===== src/rtl/mem_issue_queue_pkg.sv =====
// Shared definitions for the memory-operand issue queue.
//   - size encodings (in_size) and the byte count each one stands for
//   - {write, read} access-type encodings (in_rw / out_rw)
//   - issue FSM state constants
package mem_issue_queue_pkg;

  // Operand size encodings: bytes = 1 << size
  localparam logic [1:0] SZ_1B = 2'b00;
  localparam logic [1:0] SZ_2B = 2'b01;
  localparam logic [1:0] SZ_4B = 2'b10;
  localparam logic [1:0] SZ_8B = 2'b11;

  // Access type encodings, bit 1 = write, bit 0 = read
  localparam logic [1:0] RW_NONE = 2'b00;
  localparam logic [1:0] RW_RD   = 2'b01;
  localparam logic [1:0] RW_WR   = 2'b10;
  localparam logic [1:0] RW_RDWR = 2'b11;

  // Issue FSM: IDLE (no beat), FIRST (head entry, first/only beat),
  // SECOND (upper half of a line-crossing head entry)
  typedef enum logic [1:0] {
    ST_IDLE   = 2'd0,
    ST_FIRST  = 2'd1,
    ST_SECOND = 2'd2
  } issue_state_e;

  // Byte count (1..8) for a size encoding
  function automatic logic [3:0] size_bytes(input logic [1:0] sz);
    return 4'd1 << sz;
  endfunction

endpackage


===== src/rtl/mem_issue_split.sv =====
// Line-crossing split helper (purely combinational).
// Given an effective address and access byte count, reports whether the access
// straddles a cache-line boundary and produces the byte count of the first beat
// plus the address/byte count of the second beat.
// Ports:
//   addr_i         access start address
//   bytes_i        access length in bytes (1..8)
//   cross_o        access crosses into the next line
//   first_bytes_o  bytes carried by the first beat
//   sec_addr_o     base address of the next line
//   sec_bytes_o    bytes carried by the second beat (only meaningful if cross_o)
module mem_issue_split #(
  parameter int AW         = 32,
  parameter int LINE_BYTES = 16
) (
  input  logic [AW-1:0] addr_i,
  input  logic [3:0]    bytes_i,
  output logic          cross_o,
  output logic [3:0]    first_bytes_o,
  output logic [AW-1:0] sec_addr_o,
  output logic [3:0]    sec_bytes_o
);

  // Offset width; lines are assumed to hold at least one 8-byte access.
  localparam int OW = $clog2(LINE_BYTES);

  logic [OW:0] off_ext;
  logic [OW:0] off_end;

  assign off_ext = {1'b0, addr_i[OW-1:0]};
  assign off_end = off_ext + (OW+1)'(bytes_i);
  assign cross_o = off_end > (OW+1)'(LINE_BYTES);

  // When crossing, LINE_BYTES - offset is at most 7, so 4-bit modular
  // arithmetic gives the exact first-beat length.
  assign first_bytes_o = cross_o ? (4'(LINE_BYTES) - 4'(off_ext)) : bytes_i;
  assign sec_bytes_o   = bytes_i - first_bytes_o;
  assign sec_addr_o    = {addr_i[AW-1:OW] + (AW-OW)'(1), {OW{1'b0}}};

endmodule


===== src/rtl/mem_issue_queue.sv =====
// Memory-operand issue queue.
// Accepts a group of up to NUM_PORTS memory requests per cycle, computes the
// effective address (stack pushes pre-decrement) and segment-limit exception at
// enqueue time, stores entries in an inline FIFO, and issues them to the cache
// one beat at a time, splitting line-crossing accesses into two beats.
// Ports:
//   clk, clr                  clock, synchronous active-low reset
//   in_valid/in_addr/in_size  per-port request valid, address, size
//   in_rw/in_ispush           per-port {write,read}, stack-push flag
//   in_seg_max                per-port last legal segment address
//   in_ptcid                  ptc id shared by the group
//   in_ready                  group accepted this cycle (= ~full)
//   out_*                     beat to the cache, valid/ready handshake
//   full, empty               queue status
// Handshake: a beat transfers on a rising edge where out_valid and out_ready are
// both 1; while out_valid=1 and out_ready=0 every out_* field holds stable.
// A group transfers on a rising edge where in_ready=1 and any in_valid is set.
module mem_issue_queue
  import mem_issue_queue_pkg::*;
#(
  parameter int NUM_PORTS  = 2,
  parameter int DEPTH      = 4,
  parameter int AW         = 32,
  parameter int LINE_BYTES = 16
) (
  input  logic                    clk,
  input  logic                    clr,
  input  logic [NUM_PORTS-1:0]    in_valid,
  input  logic [NUM_PORTS*AW-1:0] in_addr,
  input  logic [2*NUM_PORTS-1:0]  in_size,
  input  logic [2*NUM_PORTS-1:0]  in_rw,
  input  logic [NUM_PORTS-1:0]    in_ispush,
  input  logic [NUM_PORTS*AW-1:0] in_seg_max,
  input  logic [6:0]              in_ptcid,
  output logic                    in_ready,
  output logic                    out_valid,
  input  logic                    out_ready,
  output logic [AW-1:0]           out_addr,
  output logic [3:0]              out_bytes,
  output logic [1:0]              out_rw,
  output logic [1:0]              out_port,
  output logic [6:0]              out_ptcid,
  output logic                    out_second,
  output logic                    out_exc,
  output logic                    full,
  output logic                    empty
);

  localparam int PW = $clog2(DEPTH);
  localparam int CW = PW + 1;

  // Queue storage (data fields are not reset)
  logic [AW-1:0] ent_addr_q  [DEPTH];
  logic [1:0]    ent_size_q  [DEPTH];
  logic [1:0]    ent_rw_q    [DEPTH];
  logic [1:0]    ent_port_q  [DEPTH];
  logic [6:0]    ent_ptcid_q [DEPTH];
  logic          ent_exc_q   [DEPTH];

  logic [PW-1:0] rd_ptr_q, wr_ptr_q;
  logic [CW-1:0] count_q;

  // Issue FSM and registered beat outputs
  issue_state_e  state_q;
  logic          out_valid_q, out_exc_q, out_second_q;
  logic          pend_q;      // current FIRST beat has a second beat to follow
  logic [AW-1:0] out_addr_q;
  logic [3:0]    out_bytes_q;
  logic [1:0]    out_rw_q, out_port_q;
  logic [6:0]    out_ptcid_q;

  // ---------------------------------------------------------------------------
  // Enqueue: per-port effective address, exception and FIFO slot offset
  // ---------------------------------------------------------------------------
  logic [AW-1:0] p_eff   [NUM_PORTS];
  logic          p_exc   [NUM_PORTS];
  logic          enq_en  [NUM_PORTS];
  logic [PW-1:0] enq_off [NUM_PORTS];
  logic [CW-1:0] n_enq;

  always_comb begin : enq_calc
    logic [3:0]  b;
    logic [AW:0] last;
    n_enq = '0;
    b     = '0;
    last  = '0;
    for (int p = 0; p < NUM_PORTS; p++) begin
      b        = size_bytes(in_size[2*p +: 2]);
      p_eff[p] = in_ispush[p] ? (in_addr[p*AW +: AW] - AW'(b)) : in_addr[p*AW +: AW];
      // AW+1-bit sum so a carry out of the address space also flags exc
      last     = {1'b0, p_eff[p]} + (AW+1)'(b) - (AW+1)'(1);
      p_exc[p] = last > {1'b0, in_seg_max[p*AW +: AW]};
      // Valid ports pack densely into consecutive slots, port 0 first
      enq_off[p] = PW'(n_enq);
      enq_en[p]  = in_ready && in_valid[p] && (in_rw[2*p +: 2] != RW_NONE);
      if (enq_en[p]) n_enq = n_enq + CW'(1);
    end
  end

  always_ff @(posedge clk) begin
    for (int p = 0; p < NUM_PORTS; p++) begin
      if (enq_en[p]) begin
        ent_addr_q [wr_ptr_q + enq_off[p]] <= p_eff[p];
        ent_size_q [wr_ptr_q + enq_off[p]] <= in_size[2*p +: 2];
        ent_rw_q   [wr_ptr_q + enq_off[p]] <= in_rw[2*p +: 2];
        ent_port_q [wr_ptr_q + enq_off[p]] <= 2'(p);
        ent_ptcid_q[wr_ptr_q + enq_off[p]] <= in_ptcid;
        ent_exc_q  [wr_ptr_q + enq_off[p]] <= p_exc[p];
      end
    end
  end

  // ---------------------------------------------------------------------------
  // Issue side
  // ---------------------------------------------------------------------------
  logic hs, pop, more;

  assign hs   = out_valid_q && out_ready;
  // The head entry leaves on its last beat
  assign pop  = hs && ((state_q == ST_SECOND) || ((state_q == ST_FIRST) && !pend_q));
  // Another stored entry exists behind the head
  assign more = count_q > CW'(1);

  // When popping, the next beat comes from the entry behind the head; the split
  // unit looks at that entry so back-to-back issue needs no bubble.
  logic [PW-1:0] sel_ptr;
  logic [AW-1:0] sel_addr;
  logic [3:0]    sel_bytes;
  logic          sel_exc;

  assign sel_ptr   = pop ? (rd_ptr_q + PW'(1)) : rd_ptr_q;
  assign sel_addr  = ent_addr_q[sel_ptr];
  assign sel_bytes = size_bytes(ent_size_q[sel_ptr]);
  assign sel_exc   = ent_exc_q[sel_ptr];

  logic          sp_cross;
  logic [3:0]    sp_first_bytes, sp_sec_bytes;
  logic [AW-1:0] sp_sec_addr;

  mem_issue_split #(
    .AW         (AW),
    .LINE_BYTES (LINE_BYTES)
  ) u_split (
    .addr_i        (sel_addr),
    .bytes_i       (sel_bytes),
    .cross_o       (sp_cross),
    .first_bytes_o (sp_first_bytes),
    .sec_addr_o    (sp_sec_addr),
    .sec_bytes_o   (sp_sec_bytes)
  );

  // FSM transition decode
  logic load_first, go_second, go_idle;

  always_comb begin
    load_first = 1'b0;
    go_second  = 1'b0;
    go_idle    = 1'b0;
    unique case (state_q)
      ST_IDLE:   load_first = (count_q != '0);
      ST_FIRST: begin
        if (hs) begin
          if (pend_q)    go_second  = 1'b1;
          else if (more) load_first = 1'b1;
          else           go_idle    = 1'b1;
        end
      end
      ST_SECOND: begin
        if (hs) begin
          if (more) load_first = 1'b1;
          else      go_idle    = 1'b1;
        end
      end
      default:   go_idle = 1'b1;
    endcase
  end

  always_ff @(posedge clk) begin
    if (!clr) begin
      state_q      <= ST_IDLE;
      rd_ptr_q     <= '0;
      wr_ptr_q     <= '0;
      count_q      <= '0;
      out_valid_q  <= 1'b0;
      out_exc_q    <= 1'b0;
      out_second_q <= 1'b0;
      pend_q       <= 1'b0;
    end else begin
      count_q  <= count_q + n_enq - CW'(pop);
      wr_ptr_q <= wr_ptr_q + PW'(n_enq);
      if (pop) rd_ptr_q <= rd_ptr_q + PW'(1);

      if (load_first) begin
        state_q      <= ST_FIRST;
        out_valid_q  <= 1'b1;
        out_addr_q   <= sel_addr;
        // An exception beat reports the full size and performs no access
        out_bytes_q  <= sel_exc ? sel_bytes : sp_first_bytes;
        out_rw_q     <= sel_exc ? RW_NONE : ent_rw_q[sel_ptr];
        out_port_q   <= ent_port_q[sel_ptr];
        out_ptcid_q  <= ent_ptcid_q[sel_ptr];
        out_exc_q    <= sel_exc;
        out_second_q <= 1'b0;
        pend_q       <= sp_cross && !sel_exc;
      end else if (go_second) begin
        state_q      <= ST_SECOND;
        out_addr_q   <= sp_sec_addr;
        out_bytes_q  <= sp_sec_bytes;
        out_second_q <= 1'b1;
        pend_q       <= 1'b0;
      end else if (go_idle) begin
        state_q      <= ST_IDLE;
        out_valid_q  <= 1'b0;
        out_exc_q    <= 1'b0;
        out_second_q <= 1'b0;
        pend_q       <= 1'b0;
      end
    end
  end

  assign full       = (CW'(DEPTH) - count_q) < CW'(NUM_PORTS);
  assign in_ready   = ~full;
  assign empty      = (count_q == '0) && (state_q == ST_IDLE);
  assign out_valid  = out_valid_q;
  assign out_addr   = out_addr_q;
  assign out_bytes  = out_bytes_q;
  assign out_rw     = out_rw_q;
  assign out_port   = out_port_q;
  assign out_ptcid  = out_ptcid_q;
  assign out_second = out_second_q;
  assign out_exc    = out_exc_q;

endmodule


===== config.mk =====
export PLATFORM = sky130hd
export DESIGN_NAME = mem_issue_queue
export DESIGN_NICKNAME = d
export VERILOG_FILES = /design/src/rtl/mem_issue_queue_pkg.sv /design/src/rtl/mem_issue_split.sv /design/src/rtl/mem_issue_queue.sv
export SDC_FILE = /design/constraint.sdc
export NUM_CORES = 1
export LEC_CHECK = 0
export BUFFER_PORTS_ARGS = -buffer_cell sky130_fd_sc_hd__buf_2
export CORE_ASPECT_RATIO = 0.9
export CORE_MARGIN = 10
export CORE_UTILIZATION = 35
export CTS_BUF_LIST = sky130_fd_sc_hd__clkbuf_8
export CTS_CLUSTER_DIAMETER = 200
export CTS_CLUSTER_SIZE = 28
export DETAILED_ROUTE_END_ITERATION = 10
export PLACE_DENSITY_LB_ADDON = 0.08
export SLEW_MARGIN = 20
export SYNTH_ARGS = -nofsm -noshare
export SYNTH_HDL_FRONTEND = slang
export SYNTH_HIERARCHICAL = 1
export SYNTH_SLANG_ARGS = --single-unit

===== constraint.sdc =====
create_clock -name clk -period 10.3 [get_ports clk]
set_clock_uncertainty 0.1 [all_clocks]
set_input_delay 2.06 -clock clk [delete_from_list [all_inputs] [get_ports clk]]
set_output_delay 2.06 -clock clk [all_outputs]
set_load 0.05 [all_outputs]

---- Word-level counts from Yosys, hierarchy flattened ----
Memories as Yosys holds them, arrays and structs flattened. A register that Yosys moved wholly into a read port is not among the register bits.
Cells that the tools add are included.
storage, ports and cells
  register bits ........................... 51
  RAM bits ................................ 180
  bits of input ports ..................... 150
  output and inout bits ................... 53
  word-level logic and storage cells ...... 111
  memories kept ........................... 6
cells by class
  $add $sub $neg .......................... 17
  $lt $le $gt $ge ......................... 5
  equality and inequality tests ........... 3
  shifts and indexed selects .............. 3
  muxes and demuxes ....................... 38
  bitwise gates (word level) .............. 2
  reduce and logical (&&, ||, !) cells .... 25
memories
  memory       words  width  rd ports  clocked after Yosys merged registers in  write ports  line                   RTL
  ent_addr_q   4      32     1         0                                        2            mem_issue_queue.sv:53  logic [AW-1:0] ent_addr_q [DEPTH];
  ent_ptcid_q  4      7      1         1                                        2            mem_issue_queue.sv:57  logic [6:0] ent_ptcid_q [DEPTH];
  ent_rw_q     4      2      1         1                                        2            mem_issue_queue.sv:55  logic [1:0] ent_rw_q [DEPTH];
  ent_size_q   4      2      1         0                                        2            mem_issue_queue.sv:54  logic [1:0] ent_size_q [DEPTH];
  ent_exc_q    4      1      1         0                                        2            mem_issue_queue.sv:58  logic ent_exc_q [DEPTH];
  ent_port_q   4      1      1         1                                        2            mem_issue_queue.sv:56  logic [1:0] ent_port_q [DEPTH];
operator list
  cell                                                                              count
  32-bit two-way mux                                                                4
  32-bit by 4-bit adder with 33-bit output                                          2
  33-bit by 32-bit greater-than comparator with 1-bit output                        2
  33-bit by 1-bit subtractor with 33-bit output (second input constant)             2
  32-bit by 4-bit subtractor with 32-bit output                                     2
  28-bit by 1-bit adder with 28-bit output (second input constant)                  1
  1-bit two-way mux                                                                 24
  4-bit two-way mux                                                                 4
  1-bit by 2-bit left shift with 4-bit output (first input constant)                3
  2-bit nonzero test                                                                5
  1-bit logical AND                                                                 9
  2-bit two-way mux                                                                 3
  1-bit case mux with 3 select lines                                                2
  2-bit AND reduction                                                               3
  3-bit nonzero test                                                                2
  4-bit by 4-bit adder with 5-bit output                                            1
  5-bit greater-than comparator (second input constant)                             1
  2-bit adder                                                                       2
  1-bit by 4-bit subtractor with 4-bit output (first input constant)                1
  4-bit subtractor                                                                  1
  3-bit by 1-bit adder with 3-bit output (second input constant)                    1
  3-bit adder                                                                       1
  3-bit by 1-bit greater-than comparator with 1-bit output (second input constant)  1
  3-bit logical NOT                                                                 1
  13 further kinds                                                                  15

---- Logic depth before layout (Yosys ltp) ----
An unclocked memory read counts as a cell.
  word-level depth ........................ 13
  gate-level depth with buffers ........... 32
  mapped depth without buffers ............ 32

---- Cells and area by module ----
Netlist, hierarchy kept.
by module, submodules not included
  module           times used  cells an instance  area an instance (um^2)
  mem_issue_queue  1           1680               17395.4
  mem_issue_split  1           119                894.6

---- Worst setup path after synthesis ----
OpenSTA, ideal clock, no wires.
  path type ............................... in2reg
  start point ............................. in in_size[3]
  end point ............................... mem ent_exc_q[0], data pin
  setup time .............................. 0.290 ns
  arrival ................................. 7.581 ns
  required time ........................... 9.910 ns
  slack ................................... 2.329 ns
  cell stages on the path ................. 27
  path buffers ............................ 0
  path through ............................ nor2_1 ha_1 inv_1 fa_1 a21o_1 a2111o_1 xnor2_1 inv_2 ha_1 o21a_1 nor2b_1 a21boi_0 o31ai_1 o211ai_1 a211oi_2 o221ai_2 o41ai_4 mux2i_1 o2111ai_1 ha_1 a2111oi_0 o211ai_1 a21oi_1 a21oi_1 o41a_1 nand3_1 o31ai_1
RTL lines
  item             line                   RTL
  start, declared  mem_issue_queue.sv:30  input logic [2*NUM_PORTS-1:0] in_size,
  end, declared    mem_issue_queue.sv:58

==> results.txt <==
----------------------------------------------------
[Detailed routing]
  Detailed-route wire length per cell ... slightly above 20 um
  Post-detailed-route count of antenna-violating nets ... 0
  Iteration count of the initial detailed-routing pass ... 6
  Number of remaining DRC errors ... 0
  Vias per Instance ... ~5.2
  Sum of routed wire length over all layers ... 55.0 mm
  Met2 wirelength from detailed routing ... around 26 mm
  Routed length on met3 ... ~2.7 mm
  Total via count after detailed routing ... 14100
  DRT met1 WL ... about 26 mm
  Top Layer Used ... met5
  Starting DRT DRC Count ... 927

[Placed design]
  Number of I/O port buffers ... ~200
  Placer congestion estimate ... about 0.85
  Final HPWL from detailed placement ... 42.7 mm

[Global route]
  Global-route usage over all layers ... ~17%
  Number of global-route vias before repair ... about 14000
  Global-route wire length before repair ... between 80 and 90 mm
  GR Overflow Total ... 0
  Largest net degree at the start of global routing ... between 40 and 50
  Initial antenna violation count ... 1

[Timing]
  Final Max Tran Viols ... 0
  Count of endpoints failing setup in the final report ... 0
  RSZ-0062 raised after global routing ... no
  Ratio of final minimum period to clock period ... 87.8%
  Max transition margin ... 25.7%
  Transition time at the pin with the least slew margin ... ~1.1 ns
  Post-route minimum period ... 9.05 ns
  Final Hold Slack ... 0.369 ns
  Highest Clock Rate ... 111 MHz
  Post-route setup TNS ... 0 ns
  Final Hold Vio Count ... 0

[Yosys]
  Number of distinct library cells after synthesis ... 84
  Flops & latches, synth ... 238
  Yosys synthesis warning count ... 7
  Area of the mapped netlist ... 18300 um2
  Synthesized instance count ... around 1800
  Commonest register cell after synthesis ... edfxtp_1
  Share of flip-flops with an asynchronous set or reset ... 0%
  Mean instance size in the synthesized netlist ... between 10 and 15 um2
  Fraction of the yosys area taken by sequential cells ... between 30% and 40%
  Number of enable-type register cells in the synthesized netlist ... ~220

[Layout]
  Post-layout nets ... around 2300
  Antenna cells ... 0
  Area Growth Syn to Fin ... 11.6%
  Share of post-route cells with drive strength above 1 ... between 10% and 20%
  Most common cell after layout, fill and taps aside ... edfxtp_1
  Most frequent cells in the layout ... edfxtp_1 (222), buf_2 (201), inv_1 (179), ha_1 (162), a21oi_1 (150)

[Die]
  Core Rows ... 79
  Floorplan core area ... around 52000 um2
  Starting utilization of the core area ... roughly 35%
  DIE HEIGHT ... between 200 and 250 um
  Die width ... about 260 um
  Num ports ... just over 200
  Die outline area ... roughly 62000 um2

[Worst setup path]
  Class of the most critical setup path ... primary input to register
  Required arrival time at the worst endpoint ... ~10 ns
  Category of the worst setup path launch point ... primary input
  Worst endpoint data arrival time ... ~9.2 ns
  Worst setup EP type ... register
  Max FO, Critical Path ... 8

[Outcome]
  Result of the run ... finished clean

[Worst hold path]
  Classification of the worst-slack hold path ... register to register

[Pwr]
  Total power density per cell area ... about 220 nW/um2
  Worst IR Drop VDD ... 214 uV
  Sequential cell fraction of total power ... between 30% and 40%
  Cell-internal power ... around 2.6 mW
  Portion of total power attributed to the clock network ... a little under a tenth
  Net Sw Power ... approximately 2 mW
  Proportion of power drawn by combinational gates ... 56.0%
  Net switching fraction of the power ... between 40% and 50%
  Reported leakage power ... between 8 and 9 nW

[Run]
  Maximum Capacitance Violations ... 0

[Clock tree]
  Clock H-tree levels ... 1
  Maximum buffer depth of the clock tree ... 3
  Reg clk slew, reported paths ... roughly 0.17 ns
  Clock latency reported for the late side of the worst-skew pair ... approximately 0.55 ns
  Clock tree from TritonCTS ... built
  Number of cells upsized or downsized after cts ... 0
  Clock sink count ... between 200 and 250
  Postcts setup bufs ... 0
  TritonCTS buffer count ... 12
  CTS root buffer ... clkbuf_8
  CTS Hold Bufs ... 0

----------------------------------------------------
==> power groups by stage <==
| stage | combinational [mW] | clock, mW | sequential, mW |
|---|---|---|---|
| 3_3_place_gp | 2.58 | 0 | 1.62 |
| 4_1_cts | 2.60 | 0.435 | 1.60 |
| 2_1_floorplan | 1.65 | 0 | 1.84 |
| 6_report | 2.57 | 0.422 | 1.60 |
| 5_1_grt | 2.84 | 0.462 | 1.63 |
| 3_5_place_dp | 2.59 | 0 | 1.63 |
==> metrics by stage <==
step | area [um2] | instances | worst slack, ns | total power, mW | util, %
after floorplan | 18300 | 1802 | 2.33 | 3.50 | -
after global placement | 20200 | 2661 | 0.961 | 4.20 | 39.1
final | 20400 | 2679 | 1.25 | 4.59 | 39.5
after detailed placement | 20200 | 2661 | 0.801 | 4.21 | 39.1
after global routing | 20400 | 2679 | 0.820 | 4.93 | 39.5
after CTS | 20400 | 2679 | 1.34 | 4.64 | 39.5
==> final timing paths <==
path | cells after the start | from | endpoint | slack [ns]
setup reg to reg | 21 | state_q[0] | out_bytes[3] | 4.54
hold reg to reg | 2 | ent_port_q[1] | ent_port_q[1] | 0.37
hold / removal | 2 | ent_port_q[1] | ent_port_q[1] | 0.37
setup / recovery | 26 | in_size[1] | ent_exc_q[3] | 1.25
==> routing by layer <==
layer,vias up,track usage (%)
met4,2,2.99
li1,6882,-
met2,330,28.8
met3,33,2.00
met1,6816,24.2
met5,-,0
==> Yosys cell counts, types with 10 or more instances <==
library cell | count | share of area, %
or3_1 | 16 | 0.55
o21bai_1 | 13 | 0.53
nor3_1 | 34 | 0.93
dfxtp_1 | 16 | 1.8
mux4_2 | 45 | 5.5
ha_1 | 162 | 11
xnor2_1 | 100 | 4.8
nand3_1 | 29 | 0.79
a21oi_1 | 150 | 4.1
nand2_1 | 137 | 2.8
and3_1 | 12 | 0.41
o31ai_1 | 13 | 0.53
mux2i_1 | 84 | 4.6
a211oi_1 | 10 | 0.41
and2_1 | 13 | 0.44
xor2_1 | 51 | 2.4
nand4_1 | 19 | 0.65
clkbuf_1 | 40 | 0.82
o21a_1 | 12 | 0.49
mux2_2 | 38 | 2.3
nor2_1 | 139 | 2.9
o21ai_0 | 35 | 0.96
inv_1 | 175 | 3.6
edfxtp_1 | 222 | 36
nor4_1 | 20 | 0.68
nor2b_1 | 21 | 0.72
a21o_1 | 40 | 1.6
nand2b_1 | 21 | 0.72
==> cells by family after synthesis <==
family                     Yosys count  share of synthesized area [%]
and+or+nand+nor                    499                           13.4
muxes                              169                           12.6
buffers and inverters              234                           4.94
xor gates and xnor gates           151                           7.23
AOI/OAI and AO/OA                  337                           11.7
other                                2                         0.0411
DFF                                238                           38.2
adders and majority gates          169                           11.8
==> cell type report <==
class | count | area [um2]
inverters | 182 | 683
fillers | 5088 | 31300
clock inverters | 5 | 31.3
well taps | 688 | 861
clock buffers | 13 | 179
multi-input cells | 1330 | 10500
flip-flops and latches | 238 | 6990
repair buffers | 223 | 1170
==> worst max-delay path: stages <==
cell and delay (ns):
buf_2 0.18, nand2_1 0.13, ha_1 0.22, nor4b_2 0.39, nand4b_1 0.39, or3_1 0.53, or4_1 0.49, or4_1 0.56
xor2_1 0.52, inv_2 0.07, ha_1 0.37, a21o_1 0.20, a21oi_1 0.25, o21bai_1 0.11, a21oi_1 0.20, o21ai_0 0.12
or2_1 0.24, a311o_1 0.36, ha_1 0.29, nand3_1 0.07, nor4_1 0.21, nand3_1 0.12, o22ai_1 0.20, nor2_1 0.11
a211oi_1 0.65, o31ai_1 0.16
==> registers in the layout (all words and copies together), names as in the netlist <==
register,count
out_addr,32
rd_ptr_q,2
ent_addr_q,128
count_q,3
pend_q,1
wr_ptr_q,2
out_bytes,4
ent_exc_q,4
ent_port_q,4
state_q,2
ent_ptcid_q,28
out_exc,1
out_ptcid,7
out_valid,1
ent_rw_q,8
out_port,1
ent_size_q,8
out_rw,2
No activity file was read; power rests on OpenSTA's default activity.
